===== config.mk =====
export PLATFORM = sky130hd
export DESIGN_NAME = mips_exec_unit_flat
export DESIGN_NICKNAME = d
export VERILOG_FILES = /design/src/rtl/mips_pkg.sv /design/src/rtl/mips_exec_unit_if.sv /design/src/rtl/mips_regfile.sv /design/src/rtl/mips_exec_unit.sv /design/src/flat_wrapper.sv
export SDC_FILE = /design/constraint.sdc
export NUM_CORES = 2
export LEC_CHECK = 0
export ABC_AREA = 1
export CAP_MARGIN = 30
export CORE_ASPECT_RATIO = 0.9
export CORE_MARGIN = 2
export CORE_UTILIZATION = 40
export DETAILED_ROUTE_END_ITERATION = 16
export HOLD_SLACK_MARGIN = 0.12
export PLACE_DENSITY = 0.57
export SLEW_MARGIN = 20
export SYNTH_ARGS = -nofsm -noshare
export SYNTH_HDL_FRONTEND = slang
export SYNTH_SLANG_ARGS = --single-unit
export TNS_END_PERCENT = 5

===== constraint.sdc =====
create_clock -name clk -period 5.1 [get_ports clk]
set_clock_uncertainty 0.05 [all_clocks]
set_input_delay 0.765 -clock clk [delete_from_list [all_inputs] [get_ports clk]]
set_output_delay 0.765 -clock clk [all_outputs]
set_load 0.05 [all_outputs]

===== src/rtl/mips_pkg.sv =====
// mips_pkg: opcodes, funct codes, instruction field positions and the ALU.
package mips_pkg;
  localparam logic [5:0] OP_RTYPE = 6'h00;
  localparam logic [5:0] OP_J     = 6'h02;
  localparam logic [5:0] OP_BEQ   = 6'h04;
  localparam logic [5:0] OP_BNE   = 6'h05;
  localparam logic [5:0] OP_ADDI  = 6'h08;
  localparam logic [5:0] OP_ADDIU = 6'h09;
  localparam logic [5:0] OP_SLTI  = 6'h0A;
  localparam logic [5:0] OP_ANDI  = 6'h0C;
  localparam logic [5:0] OP_ORI   = 6'h0D;
  localparam logic [5:0] OP_LUI   = 6'h0F;
  localparam logic [5:0] OP_LW    = 6'h23;
  localparam logic [5:0] OP_SW    = 6'h2B;
  localparam logic [5:0] F_SLL  = 6'h00;
  localparam logic [5:0] F_ADD  = 6'h20;
  localparam logic [5:0] F_ADDU = 6'h21;
  localparam logic [5:0] F_SUB  = 6'h22;
  localparam logic [5:0] F_SUBU = 6'h23;
  localparam logic [5:0] F_AND  = 6'h24;
  localparam logic [5:0] F_OR   = 6'h25;
  localparam logic [5:0] F_SLT  = 6'h2A;
  localparam logic [5:0] F_SLTU = 6'h2B;
  localparam int OP_MSB = 31, OP_LSB = 26;
  localparam int RS_MSB = 25, RS_LSB = 21;
  localparam int RT_MSB = 20, RT_LSB = 16;
  localparam int RD_MSB = 15, RD_LSB = 11;
  localparam int SH_MSB = 10, SH_LSB = 6;
  localparam int FN_MSB = 5,  FN_LSB = 0;
  typedef enum logic [2:0] {ADD, SUB, AND, OR, SLT, SLTU, SLL, LUI} alu_op_t;
  function automatic logic [31:0] alu(input alu_op_t op, input logic [31:0] a, input logic [31:0] b,
                                      input logic [4:0] sh);
    case (op)
      ADD:     return a + b;
      SUB:     return a - b;
      AND:     return a & b;
      OR:      return a | b;
      SLT:     return {31'b0, $signed(a) < $signed(b)};
      SLTU:    return {31'b0, a < b};
      SLL:     return b << sh;
      default: return {b[15:0], 16'h0};
    endcase
  endfunction
endpackage


===== src/rtl/mips_exec_unit_if.sv =====
// mips_exec_unit_if: link between the unified memory block (master) and the execute unit (slave).
interface mips_exec_unit_if;
  logic        E;
  logic [31:0] I;
  logic [31:0] PC;
  logic [31:0] mem_rdata;
  logic [31:0] next_pc;
  logic [29:0] addr_in;
  logic [31:0] data_in;
  logic        S;
  modport master(output E, I, PC, mem_rdata, input next_pc, addr_in, data_in, S);
  modport slave(input E, I, PC, mem_rdata, output next_pc, addr_in, data_in, S);
endinterface


===== src/rtl/mips_regfile.sv =====
// mips_regfile: 32x32 register file, two async reads, one sync write, r0 fixed at zero.
module mips_regfile #(
  parameter int MIRROR = 5
) (
  input  logic        clk,
  input  logic        rst,
  input  logic [4:0]  i_ra1,
  input  logic [4:0]  i_ra2,
  output logic [31:0] o_rd1,
  output logic [31:0] o_rd2,
  input  logic        i_we,
  input  logic [4:0]  i_wa,
  input  logic [31:0] i_wd,
  output logic [31:0] o_mirror
);
  logic [31:0] r_mem [32];
  always_ff @(posedge clk) begin
    if (rst) for (int i = 0; i < 32; i++) r_mem[i] <= '0;
    else if (i_we && i_wa != 5'd0) r_mem[i_wa] <= i_wd;
  end
  assign o_rd1    = r_mem[i_ra1];
  assign o_rd2    = r_mem[i_ra2];
  assign o_mirror = r_mem[5'(MIRROR)];
endmodule


===== src/rtl/mips_exec_unit.sv =====
// mips_exec_unit: execute/writeback stage with regfile, ALU, branch resolution; EXEC_OVF_TRAP_EN adds overflow trap.
module mips_exec_unit import mips_pkg::*; #(
  parameter int OUT_REG = 5,
  parameter int CNT_W   = 32
) (
  input  logic             clk,
  input  logic             rst,
  mips_exec_unit_if.slave  mem,
  output logic [31:0]      out_reg,
  output logic             illegal,
  output logic [CNT_W-1:0] instret
`ifdef EXEC_OVF_TRAP_EN
  ,
  output logic             ovf
`endif
);
  logic [31:0] r_ir;
  logic r_illegal;
  logic [CNT_W-1:0] r_instret;
  logic [31:0] w_src, w_a, w_rt, w_b, w_simm, w_zimm, w_res, w_wd, w_pc4;
  logic [5:0] w_opc, w_fn;
  logic [4:0] w_wa;
  alu_op_t w_op;
  logic w_we, w_legal, w_taken, w_commit;
  // Fetch resolves branches from I; execute works only from IR, so the regfile reads follow the phase.
  assign w_src  = mem.E ? r_ir : mem.I;
  assign w_opc  = w_src[OP_MSB:OP_LSB];
  assign w_fn   = w_src[FN_MSB:FN_LSB];
  assign w_simm = {{16{w_src[15]}}, w_src[15:0]};
  assign w_zimm = {16'h0, w_src[15:0]};
  mips_regfile #(.MIRROR(OUT_REG)) u_rf (
    .clk(clk), .rst(rst),
    .i_ra1(w_src[RS_MSB:RS_LSB]), .i_ra2(w_src[RT_MSB:RT_LSB]),
    .o_rd1(w_a), .o_rd2(w_rt),
    .i_we(w_commit), .i_wa(w_wa), .i_wd(w_wd),
    .o_mirror(out_reg)
  );
  assign w_pc4   = mem.PC + 32'd4;
  assign w_taken = (w_opc == OP_BEQ && w_a == w_rt) || (w_opc == OP_BNE && w_a != w_rt);
  assign mem.next_pc = w_opc == OP_J ? {w_pc4[31:28], w_src[25:0], 2'b00} :
                       w_taken ? w_pc4 + {w_simm[29:0], 2'b00} : w_pc4;
  always_comb begin
    w_op = ADD;
    w_b = w_simm;
    w_we = 1'b1;
    w_legal = 1'b1;
    w_wa = w_src[RT_MSB:RT_LSB];
    case (w_opc)
      OP_RTYPE: begin
        w_b = w_rt;
        w_wa = w_src[RD_MSB:RD_LSB];
        case (w_fn)
          F_ADD, F_ADDU: w_op = ADD;
          F_SUB, F_SUBU: w_op = SUB;
          F_AND:         w_op = AND;
          F_OR:          w_op = OR;
          F_SLT:         w_op = SLT;
          F_SLTU:        w_op = SLTU;
          F_SLL:         w_op = SLL;
          default: begin
            w_we = 1'b0;
            w_legal = 1'b0;
          end
        endcase
      end
      OP_ADDI, OP_ADDIU, OP_LW: w_op = ADD;
      OP_ANDI: begin
        w_op = AND;
        w_b = w_zimm;
      end
      OP_ORI: begin
        w_op = OR;
        w_b = w_zimm;
      end
      OP_LUI:  w_op = LUI;
      OP_SLTI: w_op = SLT;
      OP_SW, OP_BEQ, OP_BNE, OP_J: w_we = 1'b0;
      default: begin
        w_we = 1'b0;
        w_legal = 1'b0;
      end
    endcase
  end
  assign w_res       = alu(w_op, w_a, w_b, w_src[SH_MSB:SH_LSB]);
  assign w_wd        = w_opc == OP_LW ? mem.mem_rdata : w_res;
  assign mem.addr_in = 30'((w_a + w_simm) >> 2);
  assign mem.data_in = w_rt;
  assign mem.S       = mem.E & (w_opc == OP_SW) & ~rst;
`ifdef EXEC_OVF_TRAP_EN
  logic r_ovf, w_chk_ovf, w_ovf;
  assign w_chk_ovf = w_opc == OP_ADDI || (w_opc == OP_RTYPE && (w_fn == F_ADD || w_fn == F_SUB));
  assign w_ovf = w_chk_ovf & (w_op == SUB ? w_a[31] != w_b[31] : w_a[31] == w_b[31]) & (w_res[31] != w_a[31]);
  assign w_commit = mem.E & w_we & ~w_ovf;
  assign ovf = r_ovf;
  always_ff @(posedge clk) begin
    if (rst) r_ovf <= 1'b0;
    else if (mem.E && w_ovf) r_ovf <= 1'b1;
  end
`else
  assign w_commit = mem.E & w_we;
`endif
  always_ff @(posedge clk) begin
    if (rst) begin
      r_ir <= '0;
      r_illegal <= 1'b0;
      r_instret <= '0;
    end else if (!mem.E) r_ir <= mem.I;
    else begin
      r_instret <= r_instret + CNT_W'(1);
      r_illegal <= r_illegal | ~w_legal;
    end
  end
  assign illegal = r_illegal;
  assign instret = r_instret;
endmodule


===== src/flat_wrapper.sv =====
// flat-port wrapper written by rule: the top's interface ports become plain ports
module mips_exec_unit_flat import mips_pkg::*;
#(
  parameter int OUT_REG = 5,
  parameter int CNT_W   = 32
)
  (clk, rst, out_reg, illegal, instret, mem_E, mem_I, mem_PC, mem_mem_rdata, mem_next_pc, mem_addr_in, mem_data_in, mem_S);
  mips_exec_unit_if mem_i ();
  input  logic clk;
  input  logic rst;
  output logic [31:0] out_reg;
  output logic illegal;
  output logic [CNT_W-1:0] instret;
  input wire logic [$bits(mem_i.E)-1:0] mem_E;
  input wire logic [$bits(mem_i.I)-1:0] mem_I;
  input wire logic [$bits(mem_i.PC)-1:0] mem_PC;
  input wire logic [$bits(mem_i.mem_rdata)-1:0] mem_mem_rdata;
  output wire logic [$bits(mem_i.next_pc)-1:0] mem_next_pc;
  output wire logic [$bits(mem_i.addr_in)-1:0] mem_addr_in;
  output wire logic [$bits(mem_i.data_in)-1:0] mem_data_in;
  output wire logic [$bits(mem_i.S)-1:0] mem_S;
  assign mem_i.E = mem_E;
  assign mem_i.I = mem_I;
  assign mem_i.PC = mem_PC;
  assign mem_i.mem_rdata = mem_mem_rdata;
  assign mem_next_pc = mem_i.next_pc;
  assign mem_addr_in = mem_i.addr_in;
  assign mem_data_in = mem_i.data_in;
  assign mem_S = mem_i.S;
  mips_exec_unit #(.OUT_REG(OUT_REG), .CNT_W(CNT_W)) u_core (.clk(clk), .rst(rst), .mem(mem_i), .out_reg(out_reg), .illegal(illegal), .instret(instret));
endmodule

Word-level counts from Yosys, hierarchy flattened
Memory sizes are Yosys's and may differ from the RTL's. Index checks and enable logic that the tools add are counted.

Memory bits (writable): 1024. Memories: 1. Input bits: 99. Register bits: 65.

Reduce and logical (&&, ||, !) cells: 14. Shifts and indexed selects: 1. Mux-type cells: 20. Eq/ne operators: 27. Order comparisons: 2. Bitwise logic cells: 8. Add/sub/neg operators: 6.

Memories: u_core.u_rf.r_mem (words 32, width 32, read ports 3, clocked after memory_dff 0, wr ports 32, line mips_regfile.sv:16) `logic [31:0] r_mem [32];`.

Operators with widths (number): one-hot mux 32 bit (7 select lines) (1); 2-to-1 mux 32 bit (5); adder 32 bit (3); less-than comparator 32 bit (2); one-hot mux 32 bit (2 select lines) (1); == test 6 bit, second input constant (10); == test 6 x 4 -> 1 bit, second input constant (6); adder 32 x 1 -> 32 bit, second input constant (1); adder 32 x 3 -> 32 bit, second input constant (1); AND 32 bit (1); == test 32 bit (1); inequality test 32 bit (1); OR 32 bit (1); OR reduction 32 bit (1); left shift 32 x 5 -> 32 bit (1); subtractor 32 bit (1); one-hot mux 3 bit (6 select lines) (1); one-hot mux 3 bit (5 select lines) (1); == test 6 x 3 -> 1 bit, second input constant (2); logical NOT 6 bit (2); OR reduction 11 bit (1); 2-to-1 mux 5 bit (2); == test 3 bit, second input constant (3); OR reduction 9 bit (1); other kinds (14) (28).

Depth between registers and ports, before layout
Word-level depth: 12. Mapped depth: 37. Mapped depth without buffers: 33.

Cells and area by module
From an unflattened synthesis, not the netlist that was laid out.

Cell total of the unflattened synthesis: 10100. Area, all modules: 72589.6 µm².

By module, submodules not included: mips_regfile (instances 1, cells an instance 7191, area an instance 56276.5 µm², seq. area each 30749.5 µm²); mips_exec_unit (instances 1, cells an instance 2909, area an instance 16313.1 µm², seq. area each 1301.2 µm²).

Least setup slack after synthesis
No wires, ideal clock.

Path type: input-to-reg. Start: in mem_E. End: mem u_core.u_rf.r_mem[10][26], data pin. Path slack: -404 ps. Cell stages on the path: 27. Arrival: 5187 ps. Buffers on the path: 7. Data required time: 4783 ps. Path through: buf_6 > buf_6 > buf_4 > o21ai_0 > inv_1 > nand3_2 > buf_2 > buf_1 > nand2_1 > ha_1 > clkbuf_1 > inv_1 > a21o_1 > a21oi_1 > nor2_1 > nor2_1 > inv_1 > a21oi_1 > o21ai_0 > a21o_1 > o21ai_0 > nand3_1 > nor2_1 > nand2_1 > o21bai_2 > buf_2 > a21oi_1.

RTL lines: from (decl) (line flat_wrapper.sv:14) `input wire logic [$bits(mem_i.E)-1:0] mem_E;`; to (decl) (line mips_regfile.sv:16).

Final worst setup path
Start: in mem_E. End: out mem_addr_in[15].

Longest elaborated chain between the ends: 3.

Ends and longest elaborated chain: 2-to-1 mux 32 bit (*); memory read (32 x 32 bit); adder 32 bit (*) (line mips_exec_unit.sv:86) `assign mem.addr_in = 30'((w_a + w_simm) >> 2);`; to (decl) (line flat_wrapper.sv:19) `output wire logic [$bits(mem_i.addr_in)-1:0] mem_addr_in;`.

Every way passes the cells marked *; elsewhere a longest branch is shown, timed or not.

==> flow_metrics.py <==
metrics = {
    "finish": {
        "drive_gt1_share_pct": 26.6,
        "fin_util_pct": 56.1,
        "fin_area_um2": 105000,
        "fin_nets": 11700,
        "area_delta_synth_final_pct": 39.4,
        "stdcell_count": 14100,
        "fillers": 17300,
    },
    "worst_hold_path": {
        "hold_end": "u_core.instret[20]",
        "hp-class": "in2reg",
        "worst_hold_startpoint": "rst",
        "hold_depth": 2,
    },
    "logic_synthesis": {
        "postSynthCellCount": 10000,
        "ys_seq_elements": 1089,
        "synth_area_leaders": "edfxtp_1, nand3_1, nand2_1",
        "netlist_top_cells_count": "nand2_1, nand3_1, a21oi_1",
        "syn_avg_cell_area_um2": 7.53,
        "synth_area_um2": 75600,
        "synthArstFlopShare_pct": 0,
        "yosysWarnings": 0,
        "ys.flop_type": "edfxtp_1",
        "synth_top_area_share_pct": 40.7,
        "ys_seq_area_share_pct": 42.4,
        "synth_edf_count": 1024,
        "yosys.area.top_type": "edfxtp_1",
        "synth_cell_types": 64,
        "yosysMostFrequentCell": "nand2_1",
    },
    "pwr": {
        "switchingPower_mw": 14.8,
        "power.density_nw_per_um2": 347,
        "pwr-share-seq_pct": 28.0,
        "power_mw": 36.5,
        "power_switching_share_pct": 40.4,
        "combPwrFrac_pct": 47.9,
        "leakage_nw": 44.5,
        "p_int_mw": 21.8,
        "clkPwrFrac_pct": 24.1,
        "max-vdd-ir-drop_mv": 0.345,
    },
    "die": {
        "die_area_um2": 193000,
        "core_area_um2": 188000,
        "pin_count": 259,
        "die_x_um": 462,
        "rows": 151,
        "initial_core_util_pct": 40.2,
        "die_height_um": 417,
    },
    "setup_path": {
        "critPathMostFrequentCell": "buf_4",
        "worstSetupStartpointType": "input port",
        "critPathRequiredTime_ns": 4.28,
        "rrSetupSlack_ns": -0.32,
        "worst_path_largest_cell_delay_ns": 0.26,
        "end_kind": "primary output",
        "crit_type": "in2out",
        "reg2reg_depth": 33,
        "critPathArrivalTime_ns": 4.78,
        "path_max_fanout": 9,
        "r2r_end": "u_core.u_rf.r_mem[8][16]",
        "regToRegStartpoint": "u_core.r_ir[21]",
        "crit_slowest_cell": "ha_4",
    },
    "global_routing": {
        "first_global_vias": 78800,
        "grt_pass1_wl_um": 572000,
        "antenna_found_initial": 13,
        "grt_usage_pct": 40.9,
        "grt_max_degree": 63,
        "grt-ovfl-total": 0,
    },
    "detailed_routing": {
        "ant_nets": 0,
        "drcViolationCount": 0,
        "drt_first_pass_iters": 9,
        "drt-total-wl_um": 415000,
        "avgRoutedWirePerCell_um": 29.4,
        "via_per_inst": 6.08,
        "vias": 85800,
        "drt_iter0_drc": 14900,
    },
    "timing": {
        "setup_viol": 752,
        "relSlewSlack_pct": 23.9,
        "fin_ws_ns": -0.491,
        "finalSetupTns_ns": -158.74,
        "rsz0062_at_grt": "yes",
        "hold_viol_final": 0,
        "tightest_slew_ns": 1.14,
        "min_period_over_period_pct": 110,
        "finalMaxSlewViolations": 0,
        "hold_ws_ns": 0.373,
        "min_period_ns": 5.59,
        "fmax_mhz": 179,
    },
    "clocking": {
        "clock_tree.root_cell": "clkbuf_16",
        "cts_tree": "yes",
        "clock-sinks": 1089,
        "cts_inserted_buffers": 120,
        "hold_buffers": 0,
        "path_clk_slew_ns": 0.06,
        "clkLatencyLatePin_ns": 0.83,
        "ctsLongestPathBuffers": 3,
        "cts_max_level": 3,
    },
    "run_status": {
        "outcome": "complete, but fails checks",
        "violations": "setup timing",
    },
    "placement": {
        "placement.cell_area_um2": 93300,
        "dp_slack_ns": -2.00,
        "dp.cells": 13600,
        "portBuffers": 258,
        "place_congestion": 1.05,
        "hpwl_um": 275000,
    },
    "run": {
        "cap_violations": 0,
    },
}
[critical path: cells and delay by family]
family,cells,cell delay (ns)
buffers and inverters,15,2.08
AO/OA/AOI/OAI,6,0.78
AND/OR/NAND/NOR,7,0.66
adder cells (fa/ha/maj),1,0.26
XOR/XNOR,1,0.15
[how the worst max path moves through the flow]
stage | cells past startpoint | from | slack [ns] | to
6_report | 30 | mem_E | -0.49 | mem_addr_in[15]
5_1_grt | 26 | u_core.r_ir[21] | -0.59 | mem_addr_in[15]
4_1_cts | 25 | mem_I[17] | -0.49 | mem_next_pc[9]
3_5_place_dp | 31 | mem_I[21] | -2.00 | u_core.u_rf.r_mem[6][21]
3_3_place_gp | 31 | mem_I[21] | -1.99 | u_core.u_rf.r_mem[8][21]
2_1_floorplan | 26 | mem_PC[2] | -0.13 | mem_next_pc[30]
[timing repair]
| item | CTS | global route |
|---|---|---|
| pin swaps | 144 | 181 |
| setup buffers | 132 | 49 |
| gates cloned | 54 | 26 |
| endpoints found under the setup margin | 896 | 900 |
| resized for setup | 618 | 495 |
[sequential cells by signal, indices dropped and copies added (netlist names)]
signal             cells
u_core.u_rf.r_mem   1024
u_core.instret        32
u_core.r_ir           32
u_core.illegal         1
[layer usage]
metal | GRT usage (%) | part of all wire [%]
met1 | 55.1 | 38
met2 | 58.3 | 41
met3 | 10.9 | 14
met4 | 25.0 | 7.5
met5 | 0 | 0.0027
[cell type report]
type                    count  area (um2)  share of cell area [%]
clock buffers             152        3160                    3.00
repair buffers           2094       23100                    21.9
inverters                 928        3570                    3.39
repair inverters            1        8.76                 0.00831
diodes                      3        7.51                 0.00712
clock inverters            71         658                   0.624
multi-input cells        7251       39700                    37.7
flip-flops and latches   1089       32100                    30.4
well taps                2524        3160                    3.00
[power groups by stage]
stage / Sequential, mW / Clock [mW] / Combinational (mW)
2_1_floorplan: 10.4 / 0 / 6.93
3_3_place_gp: 10.4 / 0 / 14.6
3_5_place_dp: 10.4 / 0 / 14.5
4_1_cts: 10.2 / 8.80 / 15.8
5_1_grt: 10.3 / 9.14 / 18.0
6_report: 10.2 / 8.82 / 17.5
[cells in the final DEF, fill, tap and decap left out, types with 29 or more instances in the layout]
cell,netlist,routed
o211ai_1,144,144
o21ai_1,40,80
ha_4,0,39
inv_2,43,75
o21ai_0,284,216
nand3_1,2034,1898
inv_1,876,829
buf_4,70,1354
nand3_2,2,119
xor2_1,82,62
a21oi_2,182,249
nand2_4,3,42
ha_1,162,113
buf_6,47,109
nand2_2,24,173
o21ai_2,19,29
clkbuf_16,0,142
a21oi_1,1027,947
conb_1,1,32
buf_12,0,348
buf_16,0,62
nor3_1,54,42
clkinv_1,7,29
nand2_1,2489,2290
clkdlybuf4s50_1,0,152
nor2_1,420,383
edfxtp_1,1024,1024
nand4_1,31,31
dfxtp_1,65,62
[cells by family (layout without fill, tap and decap cells)]
| kind of cell | after synthesis | in the layout | synth area share (%) |
|---|---|---|---|
| adders and majority gates | 165 | 165 | 2.76 |
| other | 1 | 35 | 0.00496 |
| DFF | 1089 | 1089 | 42.4 |
| and+or+nand+nor | 5132 | 5139 | 29.5 |
| AOI/OAI and AO/OA | 1804 | 1804 | 13.9 |
| buffers and inverters | 1746 | 3246 | 10.2 |
| xor gates and xnor gates | 106 | 106 | 1.23 |
| muxes | 5 | 5 | 0.0662 |
No activity file was read; power rests on OpenSTA's default activity.
